`config.mk`:
```
export PLATFORM = sky130hd
export DESIGN_NAME = pipelined_datapath
export DESIGN_NICKNAME = d
export VERILOG_FILES = /design/src/rtl/pipelined_datapath.sv
export SDC_FILE = /design/constraint.sdc
export NUM_CORES = 1
export LEC_CHECK = 0
export ABC_CLOCK_PERIOD_IN_PS = 7300
export CAP_MARGIN = 20
export CORE_MARGIN = 2
export CORE_UTILIZATION = 30
export DETAILED_ROUTE_END_ITERATION = 7
export GPL_TIMING_DRIVEN = 0
export MAX_ROUTING_LAYER = met4
export PLACE_DENSITY = 0.51
export SLEW_MARGIN = 20
export SYNTH_ARGS = -nofsm -noshare
export SYNTH_HDL_FRONTEND = slang
export SYNTH_SLANG_ARGS = --single-unit
```
`constraint.sdc`:
```
create_clock -name clk -period 7.3 [get_ports clk]
set_clock_uncertainty 0.1 [all_clocks]
set_input_delay 2.19 -clock clk [delete_from_list [all_inputs] [get_ports clk]]
set_output_delay 2.19 -clock clk [all_outputs]
set_load 0.02 [all_outputs]
```
`src/rtl/pipelined_datapath.sv`:
```
// Two-stage register-file + ALU datapath: EX latches operands, WB latches the result and writes the RF.
// Valid/ready instruction and result streams, with EX->operand forwarding so dependent instructions issue back-to-back.
module pipelined_datapath #(
    parameter int unsigned DATA_W   = 8,
    parameter int unsigned NUM_REGS = 4,
    parameter int unsigned ADDR_W   = $clog2(NUM_REGS),
    parameter int unsigned ZERO_REG = 0
) (
    input  logic              clk,
    input  logic              reset,
    input  logic              in_valid,
    output logic              in_ready,
    input  logic [2:0]        in_op,
    input  logic [ADDR_W-1:0] in_rs1,
    input  logic [ADDR_W-1:0] in_rs2,
    input  logic [ADDR_W-1:0] in_rd,
    input  logic [DATA_W-1:0] in_imm,
    output logic              res_valid,
    input  logic              res_ready,
    output logic [ADDR_W-1:0] res_rd,
    output logic [DATA_W-1:0] res_data,
    output logic              res_zero,
    output logic              res_carry,
    output logic              res_ovf,
    input  logic [ADDR_W-1:0] dbg_addr,
    output logic [DATA_W-1:0] dbg_data
);
    localparam int unsigned MSB    = DATA_W - 1;
    localparam logic [2:0]  OP_ADD = 3'd0;
    localparam logic [2:0]  OP_SUB = 3'd1;
    localparam logic [2:0]  OP_AND = 3'd2;
    localparam logic [2:0]  OP_OR  = 3'd3;
    localparam logic [2:0]  OP_XOR = 3'd4;
    localparam logic [2:0]  OP_SLT = 3'd5;
    localparam logic [2:0]  OP_LDI = 3'd6;

    logic [DATA_W-1:0] rf [NUM_REGS];

    logic              ex_valid;
    logic [2:0]        ex_op;
    logic [ADDR_W-1:0] ex_rd;
    logic [DATA_W-1:0] ex_a;
    logic [DATA_W-1:0] ex_b;
    logic [DATA_W-1:0] ex_imm;

    logic              ex_adv;
    logic              accept;
    logic [DATA_W:0]   sum_ext;
    logic [DATA_W-1:0] alu_res;
    logic              alu_carry;
    logic              alu_ovf;
    logic [DATA_W-1:0] opnd_a;
    logic [DATA_W-1:0] opnd_b;

    function automatic logic is_zero_reg(input logic [ADDR_W-1:0] addr);
        return (ZERO_REG != 0) && (addr == '0);
    endfunction

    assign ex_adv   = ex_valid & (~res_valid | res_ready);
    assign in_ready = ~ex_valid | ex_adv;
    assign accept   = in_valid & in_ready;
    assign dbg_data = is_zero_reg(dbg_addr) ? '0 : rf[dbg_addr];

    // ALU on the EX operands; SUB carry is the borrow-free flag (A >= B unsigned)
    always_comb begin
        sum_ext   = '0;
        alu_res   = '0;
        alu_carry = 1'b0;
        alu_ovf   = 1'b0;
        case (ex_op)
            OP_ADD: begin
                sum_ext   = {1'b0, ex_a} + {1'b0, ex_b};
                alu_res   = sum_ext[DATA_W-1:0];
                alu_carry = sum_ext[DATA_W];
                alu_ovf   = (ex_a[MSB] == ex_b[MSB]) && (alu_res[MSB] != ex_a[MSB]);
            end
            OP_SUB: begin
                sum_ext   = {1'b0, ex_a} + {1'b0, ~ex_b} + (DATA_W+1)'(1);
                alu_res   = sum_ext[DATA_W-1:0];
                alu_carry = sum_ext[DATA_W];
                alu_ovf   = (ex_a[MSB] != ex_b[MSB]) && (alu_res[MSB] != ex_a[MSB]);
            end
            OP_AND: alu_res = ex_a & ex_b;
            OP_OR:  alu_res = ex_a | ex_b;
            OP_XOR: alu_res = ex_a ^ ex_b;
            OP_SLT: alu_res[0] = ($signed(ex_a) < $signed(ex_b));
            OP_LDI: alu_res = ex_imm;
            default: alu_res = ex_a;
        endcase
    end

    // Operand select: the EX result overrides the RF, which is only written as EX retires
    always_comb begin
        opnd_a = rf[in_rs1];
        opnd_b = rf[in_rs2];
        if (is_zero_reg(in_rs1)) begin
            opnd_a = '0;
        end else if (ex_valid && (ex_rd == in_rs1)) begin
            opnd_a = alu_res;
        end
        if (is_zero_reg(in_rs2)) begin
            opnd_b = '0;
        end else if (ex_valid && (ex_rd == in_rs2)) begin
            opnd_b = alu_res;
        end
    end

    always_ff @(posedge clk or posedge reset) begin
        if (reset) begin
            ex_valid <= 1'b0;
            ex_op    <= '0;
            ex_rd    <= '0;
            ex_a     <= '0;
            ex_b     <= '0;
            ex_imm   <= '0;
        end else if (accept) begin
            ex_valid <= 1'b1;
            ex_op    <= in_op;
            ex_rd    <= in_rd;
            ex_a     <= opnd_a;
            ex_b     <= opnd_b;
            ex_imm   <= in_imm;
        end else if (ex_adv) begin
            ex_valid <= 1'b0;
        end
    end

    always_ff @(posedge clk or posedge reset) begin
        if (reset) begin
            res_valid <= 1'b0;
            res_rd    <= '0;
            res_data  <= '0;
            res_zero  <= 1'b0;
            res_carry <= 1'b0;
            res_ovf   <= 1'b0;
        end else if (ex_adv) begin
            res_valid <= 1'b1;
            res_rd    <= ex_rd;
            res_data  <= alu_res;
            res_zero  <= (alu_res == '0);
            res_carry <= alu_carry;
            res_ovf   <= alu_ovf;
        end else if (res_ready) begin
            res_valid <= 1'b0;
        end
    end

    always_ff @(posedge clk or posedge reset) begin
        if (reset) begin
            for (int i = 0; i < NUM_REGS; i++) begin
                rf[i] <= '0;
            end
        end else if (ex_adv && !is_zero_reg(ex_rd)) begin
            rf[ex_rd] <= alu_res;
        end
    end

endmodule
```
==> key figures, run 1 <==
GRT
  • Grt total ovfl: 0
  • Largest net degree at the start of global routing: 48
  • Global-route wire length before repair: 21800 um
  • Initial antenna violation count: 0
  • Overall Global Routing Usage: 16.2%
  • Vias in the first global route: 3999

Worst setup path
  • Critical path peak fanout: 8
  • CP max stage cell: mux4_2
  • Setup crit start kind: primary input
  • Cell family with most CP delay: buffers and inverters
  • CP max stage delay: 0.61 ns
  • Cell chain of the critical path: clkbuf_1 -> mux4_2 -> clkdlybuf4s50_1
  • Critical path depth: 3
  • Worst Path Required: 5.01 ns
  • Worst EP arrival: 3.91 ns
  • Critical path type: primary input to output port
  • Critical path endpoint category: output port
  • Buf+Inv Stages, Crit Path: 2
  • R2R depth: 10

Power and ir drop
  • Leakage: 0.00258 uW
  • Pwr Density: 431 mW/mm^2
  • Worst VDD drop: 0.198 mV
  • Total power: 2600 uW

Layout
  • Area grow syn2layout: 19.9%
  • Layout cells sized above 1: 20.6%
  • Nets@finish: 577
  • Final Util: 36.6%
  • Diode count: 0
  • Final instance area: 0.00605 mm^2

Clocking
  • Clock tree from TritonCTS: done
  • Post-CTS sizing: 0
  • CTS buffer count: 9
  • Worst-case clock buffer depth: 2
  • Clock root cell: clkbuf_16
  • Cts hold-fix bufs: 0
  • Clock sinks: 76
  • Post-CTS setup buffers: 0
  • Clk_lat worst skew: 0.34 ns
  • CTS H-tree lvls: 3
  • CTS clk-pin slew, worst paths: 0.06 ns

Route
  • Initial DRC count: 240
  • Average routed wire per standard cell: 17.9 um
  • ANT nets after route: 0
  • DRC: 0
  • DR vias: 3871
  • DR vias/cell: 5.14
  • Routed WL: 13500 um
  • TritonRoute pass-1 iters: 5

Floorplanning
  • I/O Pins: 46
  • Placeable Area: 0.0165 mm^2
  • Starting Density: 30.5%
  • Placement row count: 47
  • Die ar.: 0.0179 mm^2
  • Die Width: 134 um
  • Die Span Y: 134 um

STA
  • Final period util: 84.9%
  • F_max: 161 MHz
  • Finish-stage setup viols: 0
  • Slew margin rel.: 41.8%
  • Final TNS setup: 0 ns
  • Slew @ Worst Pin: 0.873 ns
  • RSZ-0062 raised after global routing: no
  • Max Slew Vio Count: 0
  • Post-route minimum period: 6.20 ns
  • Endpoints failing hold: 0

Synthesis
  • Top post-synthesis cells by area: dfrtp_1 38%, mux4_2 12%, mux2_2 9.2%
  • Syn Area/Cell: 10.6 um^2
  • Cell count after synthesis: 476
  • Synth unique cells: 68
  • Post-synth top area share: 37.7%
  • Post-synth top flop: dfrtp_1
  • Post-synth EDFFs: 0
  • Synth warn: 0
  • Seq/Total Area, Yosys: 37.7%
  • Ys async rst share: 100%
  • Post-Syn Area: 0.00504 mm^2
  • Synthesized flop and latch total: 76
  • Syn nets: 525
  • Yosys top cell by area: dfrtp_1

Outcome
  • Status: completed

Worst hold path
  • Hold WC Path Type: flip-flop to flip-flop
  • Hold path cells: 2

Placement
  • I/O Buffers: 39
  • Area after DPL: 0.00575 mm^2
  • Post-DP HPWL: 10200 um
  • RD Place Congestion: 0.857

Flow run
  • Max_cap viols: 0
==> state kept, by name (all words and copies together), names as in the netlist, 2 cells and up <==
register and flops:
ex_a 8, ex_b 8, ex_imm 8, ex_op 3, ex_rd 2, res_data 8
res_rd 2, rf 32
==> worst paths after layout <==
check | startpoint | end | slack (ns)
worst max-delay path | dbg_addr[0] | dbg_data[2] | 1.10
worst min-delay path | ex_imm[0] | ex_imm[0] | 0.40
worst max register to register | ex_b[0] | res_zero | 4.09
worst min register to register | ex_imm[0] | ex_imm[0] | 0.40
max in group asynchronous | reset | ex_a[2] | 4.43
min in group asynchronous | reset | res_rd[1] | 2.10
==> through the flow <==
step | cells | hold WS, ns | worst slack [ns]
after floorplan | 476 | 0.340 | 1.81
after global placement | 735 | 0.383 | 1.10
after detailed placement | 737 | 0.388 | 1.09
after CTS | 753 | 0.401 | 1.08
after global routing | 753 | 0.419 | 1.01
final | 753 | 0.396 | 1.10
==> area by class of cell <==
| cell class | count | area (um^2) |
|---|---|---|
| clock buffer | 11 | 233 |
| timing repair buffer | 41 | 425 |
| tap | 220 | 275 |
| buffer | 28 | 135 |
| fill | 1602 | 10500 |
| clock inverter | 5 | 61.3 |
| inverter | 30 | 115 |
| sequential | 76 | 1900 |
| multi-input combinational | 342 | 2900 |
==> metal layers <==
metal  global-route usage (%)  vias to the layer above  share of wire [%]
li1                         -                     1822                  -
met1                     20.3                     1953                 45
met2                     26.9                       78                 50
met3                     2.70                       18                2.9
met4                     5.38                        0                2.0
met5                        -                        -                  0
==> cell usage after synthesis (all sizes together), types with 15 or more instances <==
cell and instances:
mux2 42, nand2 63, clkbuf 15, mux4 26
dfrtp 76, mux2i 17, o21ai 36, inv 29
ha 24, a21oi 15, nor2 17
==> report_power, final <==
group | total [uW] | leakage [uW] | switching, uW | internal [uW]
combinational | 1410 | 0.00149 | 764 | 645
sequential | 749 | 0.000945 | 160 | 589
clock | 447 | 0.000144 | 180 | 267
==> layout by cell type (no fill, tap or decap), types with 15 or more instances in the layout <==
cell type / n
dfrtp_1: 76
inv_1: 27
mux4_2: 26
ha_1: 24
clkbuf_1: 17
nor2_1: 16
mux2i_1: 17
mux2_2: 41
o21ai_0: 28
a21oi_1: 15
nand2_1: 63
clkdlybuf4s50_1: 39
==> tightest hold or removal path, stage by stage (launching register included) <==
cell and delay, ns:
dfrtp_1 0.35, nand2_1 0.05, nand2_1 0.06
==> kinds of logic after synthesis <==
| kind of cell | synth area share, % |
|---|---|
| AO/OA/AOI/OAI | 12.6 |
| XOR/XNOR | 1.22 |
| adder cells (fa/ha/maj) | 6.75 |
| buffers and inverters | 4.91 |
| flip-flops | 37.7 |
| multiplexers | 24.4 |
| AND/OR/NAND/NOR | 12.4 |
(Power assumes the default switching activity.)
==> inputs of run 2 (changes only) <==
--- a/config.mk
+++ b/config.mk
@@ -5,14 +5,14 @@
 export SDC_FILE = /design/constraint.sdc
 export NUM_CORES = 1
 export LEC_CHECK = 0
-export ABC_CLOCK_PERIOD_IN_PS = 7300
+export ABC_CLOCK_PERIOD_IN_PS = 5150
 export CAP_MARGIN = 20
 export CORE_MARGIN = 2
 export CORE_UTILIZATION = 30
 export DETAILED_ROUTE_END_ITERATION = 7
 export GPL_TIMING_DRIVEN = 0
 export MAX_ROUTING_LAYER = met4
-export PLACE_DENSITY = 0.51
+export PLACE_DENSITY = 0.53
 export SLEW_MARGIN = 20
 export SYNTH_ARGS = -nofsm -noshare
 export SYNTH_HDL_FRONTEND = slang
==> constraint.sdc (replaced) <==
create_clock -name clk -period 5.15 [get_ports clk]
set_clock_uncertainty 0.1 [all_clocks]
set_input_delay 1.545 -clock clk [delete_from_list [all_inputs] [get_ports clk]]
set_output_delay 1.545 -clock clk [all_outputs]
set_load 0.02 [all_outputs]
==> key figures, run 2 (synthesized netlist as in run 1, its figures left out) <==
GRT
  • Overall Global Routing Usage: 16.0% (-0.26 points)
  • Met2 Usage GRT: 26.6% (-0.32 points)
  • Global-route wire length before repair: 21600 um (-1.2%)
  • Initial antenna violation count: 0 (unchanged)
  • GR met3 Demand/Resource: 2.89% (+0.19 points)
  • Grt total ovfl: 0 (unchanged)
  • Largest net degree at the start of global routing: 50 (+4.2%)
  • GR peak layer: met2
  • Vias in the first global route: 4027 (+0.70%)
  • Met1 usage: 19.7% (-0.62 points)

Clocking
  • Post-CTS sizing: 0 (unchanged)
  • Cts hold-fix bufs: 0 (unchanged)
  • CTS H-tree lvls: 3 (unchanged)
  • CTS buffer count: 9 (unchanged)
  • Post-CTS setup buffers: 0 (unchanged)
  • Worst-case clock buffer depth: 2 (unchanged)
  • Clock root cell: clkbuf_16
  • Clock tree from TritonCTS: done
  • CTS clk-pin slew, worst paths: 0.05 ns (about the same)
  • Clk_lat worst skew: 0.33 ns (about the same)
  • Clock sinks: 76 (unchanged)

Placement
  • I/O Buffers: 39 (unchanged)
  • Area after DPL: 0.00575 mm^2 (-0.13%)
  • RD Place Congestion: 0.878 (+2.5%)
  • Post-DP HPWL: 9970 um (-1.9%)

Floorplanning
  • Placement row count: 47 (unchanged)
  • Die ar.: 0.0179 mm^2 (unchanged)
  • Placeable Area: 0.0165 mm^2 (unchanged)
  • I/O Pins: 46 (unchanged)
  • Die Span Y: 134 um (unchanged)
  • Starting Density: 30.5% (unchanged)
  • Die Width: 134 um (unchanged)

Worst setup path
  • Setup slack, reg-to-reg: 1.86 ns (-2.23 ns)
  • R2R depth: 10 (unchanged)
  • Reg2reg start: ex_a[0]
  • Worst EP arrival: 3.23 ns (-0.68 ns)
  • Setup crit start kind: primary input
  • Critical path peak fanout: 8 (unchanged)
  • Worst Path Required: 3.51 ns (-1.50 ns)
  • Critical path endpoint category: output port
  • Critical path type: primary input to output port
  • Worst reg2reg path endpoint: res_zero

STA
  • Post-route minimum period: 4.87 ns
  • Finish-stage setup viols: 0 (unchanged)
  • Slew margin rel.: 40.3% (-1.6 points)
  • RSZ-0062 raised after global routing: no
  • Final TNS setup: 0 ns (unchanged)
  • Endpoints failing hold: 0 (unchanged)
  • Final period util: 94.6%
  • Slew @ Worst Pin: 0.896 ns (+0.0236 ns)
  • Max Slew Vio Count: 0 (unchanged)
  • F_max: 205 MHz

Route
  • Initial DRC count: 130 (-46%)
  • ANT nets after route: 0 (unchanged)
  • Average routed wire per standard cell: 17.4 um (-2.4%)
  • DR vias/cell: 5.12 (-0.33%)
  • DR vias: 3853 (-0.46%)
  • Routed WL: 13100 um (-2.6%)
  • TritonRoute pass-1 iters: 4 (-1)
  • DRC: 0 (unchanged)

Worst hold path
  • Hold path cells: 2 (unchanged)
  • Hold WC Path Type: flip-flop to flip-flop
  • HP Start: res_ovf
  • Worst Hold End: res_ovf

Power and ir drop
  • Int Power: 2190 uW (+46%)
  • Worst VDD drop: 0.276 mV (+39%)
  • Gate power share: 53.2% (-0.9 points)
  • Seq pwr share: 28.3% (-0.4 points)
  • Total power: 3720 uW (+43%)
  • Clock power frac: 18.5% (+1.3 points)
  • Sw Pwr: 1540 uW (+39%)
  • Switching share of power: 41.3% (-1.1 points)
  • Pwr Density: 613 mW/mm^2 (+42%)
  • Leakage: 0.00259 uW (+0.25%)

Layout
  • Layout cells sized above 1: 20.7% (+0.039 points)
  • Commonest non-fill, non-tap cell in the layout: dfrtp_1
  • Nets@finish: 576 (-0.17%)
  • Top reg by flops: rf
  • Most frequent cells in the layout: 76 x dfrtp_1, 63 x nand2_1, 41 x mux2_2
  • Diode count: 0 (unchanged)
  • Area grow syn2layout: 20.4%
  • Max reg flops: 32 (unchanged)
  • Final instance area: 0.00607 mm^2 (+0.43%)

Outcome
  • Status: completed

Flow run
  • Max_cap viols: 0 (unchanged)
## run 2: worst max-delay path by stage
stage	end	cells after the start	from
final	dbg_data[6]	3	dbg_addr[0]
after global routing	dbg_data[7]	3	dbg_addr[0]
after CTS	dbg_data[6]	3	dbg_addr[0]
after detailed placement	dbg_data[6]	3	dbg_addr[0]
after global placement	dbg_data[7]	3	dbg_addr[0]
after floorplan	dbg_data[2]	2	dbg_addr[0]
## run 2: routing by layer
layer / up-vias / wire (um)
met3: 21 / 443
met5: - / 0
met4: 0 / 268
li1: 1829 / -
met2: 96 / 6530
met1: 1907 / 5880
## run 2: stage by stage
step	setup WS, ns	util (%)	hold slack, ns	cells
final	0.279	36.8	0.397	752
after detailed placement	0.254	34.8	0.392	736
after CTS	0.241	36.8	0.404	752
after global placement	0.251	34.6	0.384	735
after floorplan	0.950	-	0.340	476
after global routing	0.190	36.8	0.421	752
## run 2: power groups by stage
| stage | sequential (uW) | clock, uW | combinational, uW |
|---|---|---|---|
| final | 1050 | 688 | 1980 |
| after global routing | 1100 | 732 | 2200 |
| after CTS | 1050 | 705 | 1990 |
| after detailed placement | 1060 | 0 | 1970 |
| after global placement | 1050 | 0 | 1940 |
| after floorplan | 1040 | 0 | 1390 |
## run 2: layout make-up
class	count	area, um^2
fillers	1631	10500
multi-input cells	342	2900
flip-flops and latches	76	1900
repair buffers	40	418
well taps	220	275
clock buffers	11	243
plain buffers	28	135
inverters	30	115
clock inverters	5	85.1
## run 2: critical path, cell delays in order
cell	delay, ns
clkbuf_1	0.49
mux4_2	0.63
clkdlybuf4s50_1	0.56
==> inputs of run 3 (changes only) <==
--- a/config.mk
+++ b/config.mk
@@ -8,11 +8,11 @@
 export ABC_CLOCK_PERIOD_IN_PS = 5150
 export CAP_MARGIN = 20
 export CORE_MARGIN = 2
-export CORE_UTILIZATION = 30
+export CORE_UTILIZATION = 53
 export DETAILED_ROUTE_END_ITERATION = 7
 export GPL_TIMING_DRIVEN = 0
 export MAX_ROUTING_LAYER = met4
-export PLACE_DENSITY = 0.53
+export PLACE_DENSITY = 0.81
 export SLEW_MARGIN = 20
 export SYNTH_ARGS = -nofsm -noshare
 export SYNTH_HDL_FRONTEND = slang
==> key figures, run 3 (synthesized netlist as in run 1, its figures left out) <==
Outcome
  • Status: completed

Clocking
  • CTS buffer count: 9 (unchanged)
  • Worst-case clock buffer depth: 2 (unchanged)
  • CTS clk-pin slew, worst paths: 0.08 ns (+0.03 ns)
  • CTS H-tree lvls: 3 (unchanged)
  • Post-CTS setup buffers: 0 (unchanged)
  • Clock sinks: 76 (unchanged)
  • Clock tree from TritonCTS: done
  • Clock root cell: clkbuf_8
  • Clk_lat worst skew: 0.35 ns (+0.02 ns)
  • Post-CTS sizing: 0 (unchanged)
  • Cts hold-fix bufs: 0 (unchanged)

Worst setup path
  • Worst EP arrival: 3.23 ns (about the same)
  • Setup crit start kind: primary input
  • CP max stage delay: 0.61 ns (-0.02 ns)
  • Critical path peak fanout: 8 (unchanged)
  • Critical path type: primary input to output port
  • Worst Path Required: 3.51 ns (about the same)
  • Cell chain of the critical path: clkbuf_1 -> mux4_2 -> clkdlybuf4s50_1
  • Critical path endpoint category: output port
  • CP max stage cell: mux4_2

Route
  • DRC: 0 (unchanged)
  • ANT nets after route: 0 (unchanged)
  • Initial DRC count: 234 (+80%)
  • Average routed wire per standard cell: 18.6 um (+6.5%)
  • TritonRoute pass-1 iters: 7 (+3)
  • DR vias: 3969 (+3.0%)
  • Routed WL: 12300 um (-6.4%)
  • DR vias/cell: 6.00 (+17%)

Floorplanning
  • Placement row count: 35 (-26%)
  • Die Width: 102 um (-24%)
  • Die Span Y: 102 um (-24%)
  • Die ar.: 0.0103 mm^2 (-42%)
  • Starting Density: 54.6% (+24 points)
  • Placeable Area: 0.00924 mm^2 (-44%)
  • I/O Pins: 46 (unchanged)

STA
  • F_max: 205 MHz (about the same)
  • Slew @ Worst Pin: 0.803 ns (-0.0936 ns)
  • Slew margin rel.: 46.5% (+6.2 points)
  • Worst setup margin: 0.275 ns (-0.00417 ns)
  • Post-route minimum period: 4.88 ns (+0.00417 ns)
  • Final hold slack: 0.398 ns (+0.000889 ns)
  • Endpoints failing hold: 0 (unchanged)
  • Max Slew Vio Count: 0 (unchanged)
  • Final period util: 94.7% (about the same)
  • RSZ-0062 raised after global routing: no
  • Final TNS setup: 0 ns (unchanged)
  • Finish-stage setup viols: 0 (unchanged)

Layout
  • Diode count: 0 (unchanged)
  • Top reg by flops: rf
  • Commonest non-fill, non-tap cell in the layout: dfrtp_1
  • Area grow syn2layout: 15.6%
  • Area of the multi-input gates: 0.00290 mm^2 (unchanged)
  • Most frequent cells in the layout: 76 x dfrtp_1, 63 x nand2_1, 41 x mux2_2
  • Layout cells sized above 1: 20.7% (unchanged)
  • FF/Latch Area: 0.00190 mm^2 (unchanged)
  • Max reg flops: 32 (unchanged)
  • FILL cells: 727 (-55%)
  • Nets@finish: 576 (unchanged)

GRT
  • Vias in the first global route: 4069 (+1.0%)
  • Largest net degree at the start of global routing: 55 (+10%)
  • Global-route wire length before repair: 20400 um (-5.6%)
  • Initial antenna violation count: 0 (unchanged)
  • Overall Global Routing Usage: 26.4% (+10 points)
  • Grt total ovfl: 0 (unchanged)

Placement
  • Post-DP HPWL: 9240 um (-7.2%)
  • I/O Buffers: 39 (unchanged)
  • RD Place Congestion: 0.934 (+6.4%)
  • Worst slack, placed: 0.266 ns (+0.0120 ns)

Power and ir drop
  • Leakage: 0.00253 uW (-2.2%)
  • Worst VDD drop: 0.347 mV (+26%)
  • Pwr Density: 601 mW/mm^2 (-2.0%)

Flow run
  • Max_cap viols: 0 (unchanged)

Worst hold path
  • Hold WC Path Type: flip-flop to flip-flop
## run 3: cell types whose count changed in the layout (fill, tap and decap cells not counted)
cell,before,now
clkbuf_8,1,10
clkbuf_16,9,0
bufinv_16,2,1
clkinv_4,2,1
inv_6,0,1
clkinv_2,0,1
## run 3: cell type report
cell class	instances	area share (%)
clock buffers	11	2.42
flip-flops and latches	76	32.6
repair buffers	40	7.16
well taps	129	2.77
plain buffers	28	2.32
multi-input cells	342	49.7
clock inverters	5	1.03
inverters	30	1.97
## run 3: metal layers
layer	up-vias	part of all wire [%]	GRT usage (%)
met3	22	4.3	3.66
met4	0	2.1	9.67
li1	1832	-	-
met2	131	50	43.2
met5	-	0	-
met1	1984	44	33.7
## run 3: power breakdown
group | internal (uW) | switching [uW] | total, uW
sequential | 833 | 233 | 1070
combinational | 913 | 1060 | 1980
clock | 239 | 226 | 465
## run 3: worst max-delay path: cells and delay by family
kind / cells / cell delay [ns]
buffers and inverters: 2 / 1.06
muxes: 1 / 0.61
## run 3: worst paths after layout
path | from | end | slack (ns) | cells after the start
worst max-delay path | dbg_addr[0] | dbg_data[7] | 0.27 | 3
worst min-delay path | ex_imm[0] | ex_imm[0] | 0.40 | 2
worst max register to register | ex_a[0] | res_zero | 1.85 | 10
worst min register to register | ex_imm[0] | ex_imm[0] | 0.40 | 2
max in group asynchronous | reset | ex_a[6] | 2.95 | 3
min in group asynchronous | reset | rf[17] | 1.42 | 2
## run 3: metrics by stage
step	power (uW)	cell area (um^2)	cells	util (%)
2_1_floorplan	2430	5040	476	-
3_3_place_gp	2910	5600	644	60.6
3_5_place_dp	3010	5630	645	60.9
4_1_cts	3490	5830	661	63.1
5_1_grt	3750	5830	661	63.1
6_report	3510	5830	661	63.1
